[src/rtl/clkgen_ctrl.sv]
// Burst sequencer for a programmable toggling clock: N toggles of clk_out,
// H clk cycles apart, with abort and a one-cycle completion pulse.
module clkgen_ctrl #(
    parameter int unsigned CNT_W  = 8,
    parameter int unsigned EDGE_W = 8
) (
    input  logic              clk,
    input  logic              rst_n,
    input  logic              start,
    input  logic [CNT_W-1:0]  half_per,
    input  logic [EDGE_W-1:0] num_edges,
    input  logic              idle_lvl,
    input  logic              abort,
    output logic              clk_out,
    output logic              edge_stb,
    output logic              busy,
    output logic              done,
    output logic [EDGE_W-1:0] edge_cnt
);

    typedef enum logic [1:0] {
        S_IDLE = 2'd0,
        S_RUN  = 2'd1,
        S_DONE = 2'd2
    } state_t;

    state_t             state_q,    state_d;
    logic [CNT_W-1:0]   timer_q,    timer_d;
    logic [CNT_W-1:0]   reload_q,   reload_d;
    logic [EDGE_W-1:0]  n_q,        n_d;
    logic               lvl_q,      lvl_d;
    logic               clk_out_q,  clk_out_d;
    logic               edge_stb_q, edge_stb_d;
    logic               busy_q,     busy_d;
    logic               done_q,     done_d;
    logic [EDGE_W-1:0]  edge_cnt_q, edge_cnt_d;

    // State and output registers
    always_ff @(posedge clk or negedge rst_n) begin
        if (!rst_n) begin
            state_q    <= S_IDLE;
            timer_q    <= '0;
            reload_q   <= '0;
            n_q        <= '0;
            lvl_q      <= 1'b0;
            clk_out_q  <= 1'b0;
            edge_stb_q <= 1'b0;
            busy_q     <= 1'b0;
            done_q     <= 1'b0;
            edge_cnt_q <= '0;
        end else begin
            state_q    <= state_d;
            timer_q    <= timer_d;
            reload_q   <= reload_d;
            n_q        <= n_d;
            lvl_q      <= lvl_d;
            clk_out_q  <= clk_out_d;
            edge_stb_q <= edge_stb_d;
            busy_q     <= busy_d;
            done_q     <= done_d;
            edge_cnt_q <= edge_cnt_d;
        end
    end

    // Next-state and next-output logic; strobes default low every cycle
    always_comb begin
        state_d    = state_q;
        timer_d    = timer_q;
        reload_d   = reload_q;
        n_d        = n_q;
        lvl_d      = lvl_q;
        clk_out_d  = clk_out_q;
        edge_stb_d = 1'b0;
        busy_d     = busy_q;
        done_d     = 1'b0;
        edge_cnt_d = edge_cnt_q;

        case (state_q)
            S_IDLE: begin
                if (start) begin
                    // Reload holds H-1, with a zero half period treated as one
                    reload_d   = (half_per == '0) ? '0 : half_per - CNT_W'(1);
                    timer_d    = reload_d;
                    n_d        = num_edges;
                    lvl_d      = idle_lvl;
                    clk_out_d  = idle_lvl;
                    edge_cnt_d = '0;
                    busy_d     = 1'b1;
                    if (num_edges == '0) begin
                        state_d = S_DONE;
                        done_d  = 1'b1;
                    end else begin
                        state_d = S_RUN;
                    end
                end
            end
            S_RUN: begin
                if (abort) begin
                    clk_out_d = lvl_q;
                    state_d   = S_DONE;
                    done_d    = 1'b1;
                end else if (timer_q == '0) begin
                    clk_out_d  = ~clk_out_q;
                    edge_stb_d = 1'b1;
                    edge_cnt_d = edge_cnt_q + EDGE_W'(1);
                    timer_d    = reload_q;
                    if (edge_cnt_d == n_q) begin
                        state_d = S_DONE;
                        done_d  = 1'b1;
                    end
                end else begin
                    timer_d = timer_q - CNT_W'(1);
                end
            end
            S_DONE: begin
                state_d = S_IDLE;
                busy_d  = 1'b0;
            end
            default: begin
                state_d = S_IDLE;
                busy_d  = 1'b0;
            end
        endcase
    end

    assign clk_out  = clk_out_q;
    assign edge_stb = edge_stb_q;
    assign busy     = busy_q;
    assign done     = done_q;
    assign edge_cnt = edge_cnt_q;

endmodule

[config.mk]
export PLATFORM = sky130hd
export DESIGN_NAME = clkgen_ctrl
export DESIGN_NICKNAME = d
export VERILOG_FILES = /design/src/rtl/clkgen_ctrl.sv
export SDC_FILE = /design/constraint.sdc
export NUM_CORES = 1
export LEC_CHECK = 0
export ABC_AREA = 1
export ABC_CLOCK_PERIOD_IN_PS = 4340
export CAP_MARGIN = 5
export CORE_ASPECT_RATIO = 0.9
export CORE_MARGIN = 2
export CORE_UTILIZATION = 39
export DETAILED_ROUTE_END_ITERATION = 7
export SETUP_SLACK_MARGIN = 0.05
export SLEW_MARGIN = 5
export SYNTH_ARGS = -nofsm -noshare
export SYNTH_HDL_FRONTEND = slang
export SYNTH_SLANG_ARGS = --single-unit
[constraint.sdc]
create_clock -name clk -period 4.34 [get_ports clk]
set_clock_uncertainty 0.2 [all_clocks]
set_input_delay 1.085 -clock clk [delete_from_list [all_inputs] [get_ports clk]]
set_output_delay 1.085 -clock clk [all_outputs]
set_load 0.05 [all_outputs]
* After elaboration in Yosys (flattened, before gate mapping)
Cells that the tools add are included.
** Word-level totals
- Register bits :: 39
** Operators by class
- $add $sub $neg :: 3
- Equality and inequality tests :: 7
- Muxes and demuxes :: 30
- Bitwise gates (word level) :: 2
- Reductions and logical operators :: 11
** Operator list (number)
- $mux 8 :: 7
- $pmux 8 s2 :: 2
- $logic_not 8->1 :: 3
- $sub 8x1->8 const B :: 2
- $mux 1 :: 12
- $mux 2 :: 5
- $reduce_and 3->1 :: 3
- $add 8x1->8 const B :: 1
- $eq 8x8->1 :: 1
- $ne 2x2->1 const B :: 3
- $ne 3x3->1 const B :: 2
- $pmux 1 s2 :: 3
- $pmux 2 s2 :: 1
- $reduce_and 2->1 :: 2
- $reduce_and 4->1 :: 1
- $eq 2x1->1 const B :: 1
- $logic_not 2->1 :: 1
- $not 1->1 :: 2
- $reduce_bool 2->1 :: 1

* Logic depth before layout (Yosys ltp)
Gate-level depths: netlist of the first run.
- Word-level depth :: 6
- Gate-level depth with buffers :: 12
- Depth with buffers taken out :: 12

* Least setup slack after synthesis of the first run
Ideal clock, no wire load.
- Path type :: input to register
- Start :: in half_per[0]
- End :: reg timer_q[1]
- Setup time :: 0.123 ns
- Arrival :: 2.066 ns
- Required time :: 4.017 ns
- Path slack :: 1.951 ns
- Cell stages on the path :: 9
- Path through :: inv_1 -> ha_1 -> nand2_1 -> inv_1 -> nand4_1 -> nand2_1 -> a21oi_1 -> o21ai_1 -> o21ai_1
** Between the ends
- Longest elaborated chain between the ends :: 4
- Elaborated cells on any way between the ends :: 5
** Ends and longest elaborated chain
- start: declaration :: RTL line 10 : input logic [CNT_W-1:0] half_per,
- $sub 8x1->8 or $logic_not 8->1 (tied branches) :: RTL line 82 : reload_d = (half_per == '0) ? '0 : half_per - CNT_W'(1);
- $mux 8 * :: RTL line 82
- $mux 8 * :: RTL line 80 : if (start) begin
- $pmux 8 s2 * :: RTL line 78 : case (state_q)
- end signal: assignment :: RTL line 53 : timer_q <= timer_d;
- end: declaration :: RTL line 28 : logic [CNT_W-1:0] timer_q, timer_d;
Mark *: on every way between the ends. The rest lies on a longest branch, timed or not. The select of a mux whose other input is x is not followed.
A chain may end at the register's enable or synchronous reset.

* Worst setup path after layout of the first run
- Start :: reg edge_cnt_q[0], in the netlist edge_cnt[0]
- End :: out edge_cnt[0]
** RTL lines
- start: declaration :: RTL line 36 : logic [EDGE_W-1:0] edge_cnt_q, edge_cnt_d;
- start signal: assignment :: RTL line 61 : edge_cnt_q <= edge_cnt_d;
- end: declaration :: RTL line 18 : output logic [EDGE_W-1:0] edge_cnt
No word-level cell between the ends.

==> impl.org, run 1 <==
** Pwr
- Worst vdd rail ir drop :: 0.222 mV
- Of the total power, the share spent switching nets is roughly two fifths.
- The design draws ~1.5 mW.
- In this run the power spent charging and discharging nets is roughly 0.58 mW.
- Part of the power in combinational logic :: 37.8%
- Pwr dens :: slightly above 500 nW/µm²
- In this run, flip-flops and latches consume 40.1% of the power.
- The internal power of the cells totals between 0.8 and 0.9 mW.
- For this design the static power due to leakage is between 1 and 1.5 nW.
- In this run, the clock network consumes around 22% of the power.

** Worst setup path
- The kind of cell with the highest combined delay along the critical path is buffers and inverters.
- Among all stages on the critical path, the largest delay is contributed by sky130_fd_sc_hd__clkdlybuf4s50_1.
- In this design, the stage delay of the slowest critical-path cell is roughly 0.84 ns.
- Critical path buffer and inverter count :: 1
- STA classifies the critical path endpoint as an output pin.
- Data arrival time of the worst path :: 1.59 ns
- Critical path peak fanout :: 6
- At the worst endpoint, the required time is just over 3 ns.
- The worst setup path is of the reg -> out kind.
- Traced cell by cell, the critical path runs through clkdlybuf4s50_1.
- Critical Path Source Type :: flop

** Global routing
- Global routing finished with a remaining overflow of 0.
- Global router's overall resource usage :: between 10% and 20%
- Pin count of the biggest net entering global routing :: 40
- Via count of the first global-routing pass :: 1891
- Wire length of the first global-routing pass :: 9320 µm
- The initial antenna violation count was 0.

** Placed design
- During placement, the flow inserted port buffers numbering 32.
- Number of placed cells counting well taps :: about 410
- The HPWL after detailed placement is between 3000 and 4000 µm.
- Final weighted congestion in routability-driven placement :: approximately 0.82
- At the placement stage, the worst setup path has a slack of 1.25 ns.
- Placed standard-cell area :: approximately 2700 µm²

** CTS
- CTS root buf :: sky130_fd_sc_hd__clkbuf_8
- For this design, the sink count on the clock tree is 39.
- Htree depth :: 2
- Once the clock tree was built, the setup fixing pass inserted 0 buffers.
- Maximum buffer depth of the clock tree :: 2
- CTS tree :: done
- Clock latency on the worst-skew pair, taken at its later pin, is about 0.3 ns.
- After clock tree synthesis, the flow added hold-fix buffers numbering 0.
- Clock slew seen by the registers of the worst setup and hold paths :: roughly 0.080 ns
- Once the clock tree was built, the resizer swapped 0 gates to a different size.
- Inserted Clock Buffers :: 5

** Status
- Outcome :: finished, final reports clean

** Final layout
- 0 antenna diodes ended up in the layout.
- The layout has slightly below 600 filler cells.
- Fraction of layout instances using a drive strength above 1 :: 8.41%
- Summing all non-filler instances in the final layout gives an area of 2820 µm².
- Once layout is complete, the cells apart from fillers number 415.
- Measured on the finished design, the core utilization comes to between 40% and 50%.
- Growth of design area from synthesis to finish :: 21.4%
- The final layout contains 368 nets.

** Synthesis
- After synthesis, the share of flip-flops with an asynchronous set or reset is 100%.
- Mapped Avg Cell Area :: 7.50 µm²
- Cell area after technology mapping :: 2320 µm²
- Count of mapped cells out of synthesis :: 310
- Post-synth EDFFs :: 0
- The Yosys step of the flow raised 0 warnings.
- Number of unique standard cell types used by synthesis :: 35
- Post-synthesis sequential element count :: 39
- Syn nets :: between 300 and 400
- Leading register cell type out of synthesis :: sky130_fd_sc_hd__dfrtp_1
- For this run, the register share of the synthesized area comes to 42.0%.

** STA
- Number of endpoints failing setup at the final stage :: 0
- The final critical path takes up between 60% and 70% of the cycle.
- The count of final max-slew check failures came to 0.
- Based on the critical path, the design can be clocked at up to ~350 MHz.
- Setup repair after global routing missed its margin :: false
- The hold violation total from the final report is 0.
- For the pin with the worst max-slew slack, the measured transition is just over 0.9 ns.
- Headroom to the max-slew limit came out at 39.6%.
- The worst path meets setup with 1.46 ns of slack.
- WHS :: roughly 0.29 ns
- The routed design could run at a clock period as short as between 2 and 3 ns.
- In the final timing run, aggregate negative setup slack is 0 ns.

** Drt
- Count of unresolved DRC violations after routing :: 0
- The first routing iteration left roughly 150 violations.
- In the routed layout, each cell is associated on average with a via count of 5.06.
- Via count of the routed design :: about 2100
- The detail route stage leaves a number of antenna-violating nets equal to 0.
- Routed wire per std cell :: 13.1 µm
- The pre-antenna-repair detailed-routing pass consisted of 4 iterations.
- Total wirelength of the detailed-routed design :: around 5500 µm

** Die
- Vert. Die Dim :: 77.2 µm
- Die outline width :: about 85 µm
- 33 I/O pins were placed.
- Area of the placeable core :: between 5000 and 6000 µm²
- Starting utilization of the core area :: approximately two fifths
- In this run the core area contains 26 standard-cell rows.
- Die footprint :: 6590 µm²

** Worst hold path
- Worst hold path class :: reg -> reg

** Run
- Count of max-cap constraint violations :: 0
## cell type report
type / instances / area (µm²) / area share [%]
Timing Repair Buffer: 34 / 330 / 11.7
Inverter: 41 / 156 / 5.54
Clock buffer: 6 / 82.6 / 2.93
Multi-Input combinational cell: 223 / 1150 / 40.9
Sequential cell: 39 / 976 / 34.6
Tap cell: 70 / 87.6 / 3.10
Clock inverter: 2 / 35.0 / 1.24
## worst register-to-register path: cells and delay by family, from the launching register on
kind            cells  cell delay [ns]
simple gates        4             0.98
flops               1             0.45
buf+inv             1             0.20
compound gates      1             0.20
## Yosys cell counts, drive strengths merged, types with 2 or more instances
master / number / area share (%)
o21ai: 27 / 5.8
buf: 4 / 1.1
a21oi: 11 / 2.9
or2: 2 / 0.54
nor2: 34 / 7.4
nand3: 25 / 6.4
o22ai: 6 / 1.6
clkbuf: 3 / 0.48
nand2: 89 / 15
xor2: 5 / 1.9
nand4: 6 / 1.6
xnor2: 4 / 1.5
dfrtp: 39 / 42
inv: 41 / 6.7
nand3b: 2 / 0.65
o211ai: 2 / 0.65
ha: 3 / 1.6
## power groups by stage
stage	clock network, mW	registers, mW	logic (mW)
finish	0.322	0.584	0.550
global route	0.344	0.602	0.624
CTS	0.331	0.584	0.552
detailed placement	0	0.591	0.549
global placement	0	0.589	0.547
floorplan	0	0.606	0.384
## worst paths after layout
kind | from | endpoint | slack, ns | depth (start not counted)
setup / recovery | edge_cnt[0] | edge_cnt[0] | 1.46 | 1
hold / removal | busy | busy | 0.29 | 2
setup reg to reg | state_q[0] | edge_cnt[2] | 2.24 | 6
hold reg to reg | busy | busy | 0.29 | 2
max in group asynchronous | rst_n | reload_q[6] | 2.65 | 1
min in group asynchronous | rst_n | done | 0.71 | 1
## layer usage
metal  part of all wire, %  global-route usage [%]
met2                    43                    24.5
met1                    51                    27.3
met5                     0                       0
met3                   5.3                    3.44
met4                  0.57                    6.03
## logic make-up (layout without fill, tap and decap cells)
family | after synthesis | count (layout) | synth area share, %
buf+inv | 48 | 83 | 8.35
flops | 39 | 39 | 42.0
xor+xnor | 9 | 9 | 3.39
simple gates | 159 | 159 | 31.5
compound gates | 51 | 51 | 12.7
fa+ha+maj | 3 | 3 | 1.62
mux | 1 | 1 | 0.431
## cell usage in the layout, fill, tap and decap left out, drive strengths merged, types with 2 or more instances in the layout
master and count:
nand2 89, nand3b 2, clkbuf 6, dfrtp 39, nand4 6, o22ai 6
or2 2, nor2 34, o211ai 2, inv 41, xor2 5, a21oi 11
xnor2 4, o21ai 27, ha 3, nand3 25, clkdlybuf4s50 31, buf 3
## flip-flops by register name (all words and copies together) (netlist names)
signal,count
busy,1
clk_out,1
done,1
edge_cnt,8
edge_stb,1
lvl_q,1
n_q,8
reload_q,8
state_q,2
timer_q,8
Power figures use the tool's default switching activity.
==> run 2, diff against run 1 <==
ABC_CLOCK_PERIOD_IN_PS = 2700   (was 4340)
clock period = 2.7 ns   (was 4.34 ns; I/O delays follow)
==> run 2 against run 1 <==
Compared with the run above: hold slack worse by 0.24 ns; clock power is 60% higher; count of clock-buffer cells in the layout stayed put; utilization is 0.66 points higher; total power is 62% higher; critical path depth stayed put; non-clock buffer count is 5 higher; via count is 0.67% higher; critical endpoint unchanged; largest power group unchanged.
==> impl.org, run 2 (synthesized netlist as in run 1, its figures left out) <==
** Final layout
- Fillers :: 563 (-2.9%)
- The final-stage net count came to 373 (+1.4%).
- Growth of design area from synthesis to finish :: 23.0%
- Area used by multi-input combinational logic :: 1150 µm² (unchanged)
- Fraction of layout instances using a drive strength above 1 :: 9.71% (+1.3 points)
- The register area is 976 µm² (unchanged).
- The number of diodes was 0 (unchanged).
- In the layout the commonest cells are sky130_fd_sc_hd__nand2_1, sky130_fd_sc_hd__dfrtp_1, sky130_fd_sc_hd__inv_1, sky130_fd_sc_hd__clkdlybuf4s50_1, sky130_fd_sc_hd__nor2_1.
- Number of standard cells in the layout, taps in and fillers out :: 420 (+1.2%)
- Leading cell type in the layout, fill and taps excluded :: sky130_fd_sc_hd__nand2_1

** STA
- Final TNS setup :: 0 ns (unchanged)
- The max-slew headroom at the worst pin came to 66.6% (+27 points).
- Dividing the final minimum period by the clock period gives 91.5%.
- Final period demand of the worst path :: approximately 2.5 ns
- Transition time at the pin with the least slew margin :: 0.500 ns (-0.406 ns)
- Setup repair after global routing missed its margin :: false
- Number of endpoints failing setup at the final stage :: 0 (unchanged)
- The hold violation total from the final report is 0 (unchanged).
- Number of pins exceeding their max-slew limit in the final report :: 0 (unchanged)
- Static timing analysis puts the maximum clock frequency at just over 400 MHz.

** CTS
- Clock slew seen by the registers of the worst setup and hold paths :: 0.08 ns (about the same)
- The count of H-tree levels built during CTS is 2 (unchanged).
- Maximum buffer depth of the clock tree :: 2 (unchanged)
- The number of buffers inserted to repair setup after CTS is 0 (unchanged).
- Number of resized instances in the post-cts repair step :: 0 (unchanged)
- CTS Hold Bufs :: 0 (unchanged)
- Inserted Clock Buffers :: 5 (unchanged)
- The number of clock sinks seen by CTS came to 39 (unchanged).
- TritonCTS built the clock tree.
- Clock tree synthesis selected as its root buffer the cell sky130_fd_sc_hd__clkbuf_8.
- Skew-Pair Late Insertion Delay :: 0.29 ns (about the same)

** Drt
- The routed wire length was 5530 µm (+1.4%).
- The detailed-route DRC error count was 0 (unchanged).
- The total iterations of the first detailed-routing run is 4 (unchanged).
- The via-per-instance ratio is 5.03 (-0.53%).
- Count of antenna-violating nets left after detailed routing :: 0 (unchanged)
- The via count came to 2113 (+0.67%).
- Initial DRC Count :: 195 (+34%)
- Routed wire per std cell :: 13.2 µm (+0.22%)

** Placed design
- Final HPWL from detailed placement :: 4080 µm (+3.3%)
- The number of buffers inserted by port buffering is 32 (unchanged).
- Final weighted congestion in routability-driven placement :: 0.845 (+3.5%)
- Number of placed cells counting well taps :: 412 (+1.2%)

** Worst setup path
- Critical path peak fanout :: 6 (unchanged)
- Worst endpoint required time :: 1.82 ns (-1.23 ns)
- The critical path depth is 1 (unchanged).
- The signal on the critical path passes through clkdlybuf4s50_1.
- The arrival time at the worst endpoint came to 1.60 ns (about the same).
- The logic depth of the worst register-to-register path is 7 (+1).
- CP delay by family, top :: buffers and inverters
- Critical Path Source Type :: flop
- The worst setup path is captured at an output pin.
- Worst Setup Path Type :: reg -> out
- Critical path buffer and inverter count :: 1 (unchanged)
- Worst R2R Setup Slack :: 0.67 ns (-1.57 ns)
- Largest incremental delay on the critical path :: 0.84 ns (about the same)
- Cell with the biggest individual delay on the critical path :: sky130_fd_sc_hd__clkdlybuf4s50_1

** Global routing
- The number of global-route vias before repair came to 1852 (-2.1%).
- The remaining global-route overflow was 0 (unchanged).
- Global router's overall resource usage :: 17.2% (-0.51 points)
- Pin count of the biggest net entering global routing :: 29 (-28%)
- Wire length of the first global-routing pass :: 9040 µm (-3.0%)
- The initial antenna violation count is 0 (unchanged).

** Die
- The initial core utilization was 40.6% (unchanged).
- Die footprint :: 6590 µm² (unchanged)
- Number of core rows :: 26 (unchanged)
- Num ports :: 33 (unchanged)
- The vertical die dimension came to 77.2 µm (unchanged).
- The area of the placeable core came to 5730 µm² (unchanged).
- Die outline width :: 85.4 µm (unchanged)

** Pwr
- The overall power was 2.36 mW (+62%).
- The total power density per cell area is 827 nW/µm² (+60%).
- The worst supply voltage drop on vdd was 0.523 mV (+140%).
- Leakage :: 1.35 nW (+1.8%)

** Run
- The number of max-capacitance violations reported is 0 (unchanged).

** Worst hold path
- Worst hold path class :: in -> async

** Status
- Outcome :: finished, final reports clean
==> run 2: cell types whose count changed in the layout (fill, tap and decap cells not counted) <==
| cell | change |
|---|---|
| sky130_fd_sc_hd__buf_4 | +5 |
==> run 2: layout make-up <==
cell class                      instances  area share [%]
Clock inverter                          2            1.23
Clock buffer                            6            2.89
Timing Repair Buffer                   39            12.9
Sequential cell                        39            34.1
Tap cell                               70            3.06
Inverter                               41            5.47
Multi-Input combinational cell        223            40.4
==> run 2: metal layers <==
layer | part of all wire (%) | vias to the layer above | global-route usage (%)
li1 | - | 1080 | -
met1 | 51 | 962 | 26.2
met2 | 43 | 69 | 25.5
met3 | 6.0 | 2 | 2.58
met4 | 0.62 | 0 | 4.29
met5 | 0 | - | 0
==> run 2: where the power goes <==
part           switching (mW)  internal, mW
Sequential              0.160         0.777
Clock                   0.216         0.299
Combinational           0.558         0.355
==> run 2: per-stage QoR <==
step	hold WS, ns	setup slack (ns)	utilization [%]	cell area, µm²
floorplan	0.179	0.680	-	2320
finish	0.0432	0.230	49.9	2860
detailed placement	0.274	0.0774	47.9	2740
global placement	0.272	0.0831	47.9	2740
global route	0.0476	0.158	49.9	2860
CTS	0.0438	0.214	49.9	2860
==> run 2: path summary, 6_finish.rpt <==
kind / from / to
worst max-delay path: edge_cnt[0] / edge_cnt[0]
worst min-delay path: rst_n / edge_cnt[0]
worst max register to register: timer_q[0] / edge_cnt[0]
worst min register to register: reload_q[6] / reload_q[6]
max in group asynchronous: rst_n / reload_q[7]
min in group clk: reload_q[6] / reload_q[6]
==> run 3, diff against run 2 <==
HOLD_SLACK_MARGIN = 0.08   (was unset)
==> run 3 against run 2 <==
Compared with the run above: critical path depth stayed put; setup slack gained 0.0026 ns; register-to-register slack about the same; clock power barely moved; wire length decreased by 0.90%; via count is 0.43% lower; final cell count is 0.24% higher; sequential cell count did not move; sequential power about the same; sequential share of layout area shrank 0.12 points; global-route usage about the same; critical path type unchanged; critical endpoint unchanged; largest power group unchanged.
==> impl.org, run 3 (synthesized netlist as in run 1, its figures left out) <==
** Drt
- The number of nets still failing antenna checks after routing was 0 (unchanged).
- Routed wire per std cell :: 13.0 µm (-1.1%)
- The count of routing violations after the opening detailed-route iteration is 194 (-0.51%).
- Vias per std cell :: 5.00 (-0.66%)
- The detailed-route DRC error count came to 0 (unchanged).
- Via count of the routed design :: 2104 (-0.43%)
- The routed wire length is 5480 µm (-0.90%).
- TritonRoute pass-1 iters :: 5 (+1)

** Final layout
- The number of diodes is 0 (unchanged).
- Commonest non-fill, non-tap cells in the layout :: sky130_fd_sc_hd__nand2_1, sky130_fd_sc_hd__dfrtp_1, sky130_fd_sc_hd__inv_1, sky130_fd_sc_hd__clkdlybuf4s50_1, sky130_fd_sc_hd__nor2_1
- The fill cell total of the finished layout is 563 (unchanged).
- Number of standard cells in the layout, taps in and fillers out :: 421 (+0.24%)
- The share of layout cells above drive strength 1 came to 9.69% (-0.028 points).
- Growth of design area from synthesis to finish :: 23.5%
- The final-stage net count came to 374 (+0.27%).
- The final instance area is 2870 µm² (+0.35%).
- Area used by multi-input combinational logic :: 1150 µm² (unchanged)
- The library cell used most frequently in the layout, excluding fill and tap cells, is sky130_fd_sc_hd__nand2_1.
- The register area came to 976 µm² (unchanged).

** Worst setup path
- Ordered cell list for the critical path :: clkdlybuf4s50_1
- Stages on worst setup path :: 1 (unchanged)
- The highest cell delay on the worst timing path is 0.84 ns (about the same).
- The critical path is of the reg -> out type.
- The reg2reg setup slack is 0.68 ns (about the same).
- Critical path peak fanout :: 6 (unchanged)
- Data arrival time of the worst path :: 1.59 ns (about the same)
- The required time reported for the critical path endpoint came to 1.82 ns (about the same).
- The logic depth of the worst register-to-register path was 7 (unchanged).
- The worst setup path is captured at an output pin.
- The combined buffer and inverter count along the critical path was 1 (unchanged).
- Cell with the biggest individual delay on the critical path :: sky130_fd_sc_hd__clkdlybuf4s50_1
- CP delay by family, top :: buffers and inverters
- The worst setup path is launched from a flop.

** Run
- The number of max-capacitance violations reported came to 0 (unchanged).

** Worst hold path
- Depth of the worst hold-timing path :: 2
- Worst hold path class :: reg -> reg

** Placed design
- The number of buffers inserted by port buffering came to 32 (unchanged).
- The weighted congestion at the end of routability-driven global placement is 0.845 (unchanged).
- The area after detailed placement came to 2740 µm² (unchanged).
- Final HPWL from detailed placement :: 4080 µm (unchanged)
- Number of placed cells counting well taps :: 412 (unchanged)

** CTS
- Maximum buffer depth of the clock tree :: 2 (unchanged)
- Sink Count :: 39 (unchanged)
- The clock insertion delay at the later pin of the skew report came to 0.29 ns (about the same).
- CTS root buf :: sky130_fd_sc_hd__clkbuf_8
- The post-cts hold buffer count was 1 (+1).
- Inserted Clock Buffers :: 5 (unchanged)
- The count of H-tree levels built during CTS was 2 (unchanged).
- The number of buffers inserted to repair setup after CTS is 0 (unchanged).
- CTS tree :: done
- The count of cells resized by post-cts repair is 0 (unchanged).
- Clock slew seen by the registers of the worst setup and hold paths :: 0.08 ns (about the same)

** Global routing
- Via count of the first global-routing pass :: 1857 (+0.27%)
- The pin count of the biggest net entering global routing was 29 (unchanged).
- The total global routing track utilization is 17.3% (+0.045 points).
- The initial antenna violation count is 0 (unchanged).
- Wire length of the first global-routing pass :: 9070 µm (+0.30%)
- GRT Residual Overflow :: 0 (unchanged)

** Pwr
- Total Power :: 2.36 mW (about the same)
- Worst vdd rail ir drop :: 0.522 mV (-0.18%)
- Pwr dens :: 823 nW/µm² (-0.45%)
- The standby leakage power was 1.36 nW (+0.31%).

** STA
- Final Hold Vio Count :: 0 (unchanged)
- The smallest hold slack is 0.290 ns (+0.247 ns).
- The count of final max-slew check failures is 0 (unchanged).
- The portion of the clock cycle consumed by the worst path in the final layout came to 91.4% (-0.097 points).
- Final TNS setup :: 0 ns (unchanged)
- Transition time at the pin with the least slew margin :: 0.500 ns (-0.00000268 ns)
- Max-slew headroom at the worst pin :: 66.6% (about the same)
- Final period demand of the worst path :: 2.47 ns (-0.00262 ns)
- The maximum operating frequency came to 405 MHz (+0.11%).
- Setup repair after global routing left no endpoint under its margin.
- The setup-violating endpoint count in the final report was 0 (unchanged).

** Die
- Number of core rows :: 26 (unchanged)
- Area of the placeable core :: 5730 µm² (unchanged)
- The number of top-level pins came to 33 (unchanged).
- The initial core utilization is 40.6% (unchanged).
- Die outline width :: 85.4 µm (unchanged)
- Die footprint :: 6590 µm² (unchanged)
- The vertical die dimension is 77.2 µm (unchanged).

** Status
- The flow ran to the end, and the final reports show no timing, DRC or antenna violations.
==> run 3: cell types whose count changed in the layout (fill, tap and decap cells not counted), sizes merged <==
cell / before / now
dlygate4sd3: 0 / 1
==> run 3: report_power, final <==
part / leakage (nW) / switching, mW / internal, mW
clock network: 0.0612 / 0.213 / 0.299
registers: 0.491 / 0.158 / 0.777
logic: 0.806 / 0.559 / 0.355
==> run 3: final cells by class <==
cell class / instances / share of cell area (%)
Tap cell: 70 / 3.05
Inverter: 41 / 5.45
Timing Repair Buffer: 40 / 13.2
Multi-Input combinational cell: 223 / 40.2
Clock buffer: 6 / 2.88
Sequential cell: 39 / 34.0
Clock inverter: 2 / 1.22
==> run 3: final timing paths <==
check | to | startpoint
hold / removal | busy | busy
hold reg to reg | busy | busy
min in group asynchronous | edge_cnt[0] | rst_n
setup / recovery | edge_cnt[0] | edge_cnt[0]
setup reg to reg | edge_cnt[0] | timer_q[0]
max in group asynchronous | reload_q[7] | rst_n
==> run 3: per-layer routing <==
layer	routed length, µm	GRT usage, %
met3	250	2.58
met2	2330	25.6
met5	0	0
met1	2880	26.3
met4	17	4.29
==> run 3: stage by stage <==
step	utilization (%)	setup WS [ns]
after global placement	47.9	0.0831
final	50.1	0.233
after floorplan	-	0.680
after global routing	50.1	0.158
after CTS	50.1	0.214
after detailed placement	47.9	0.0774
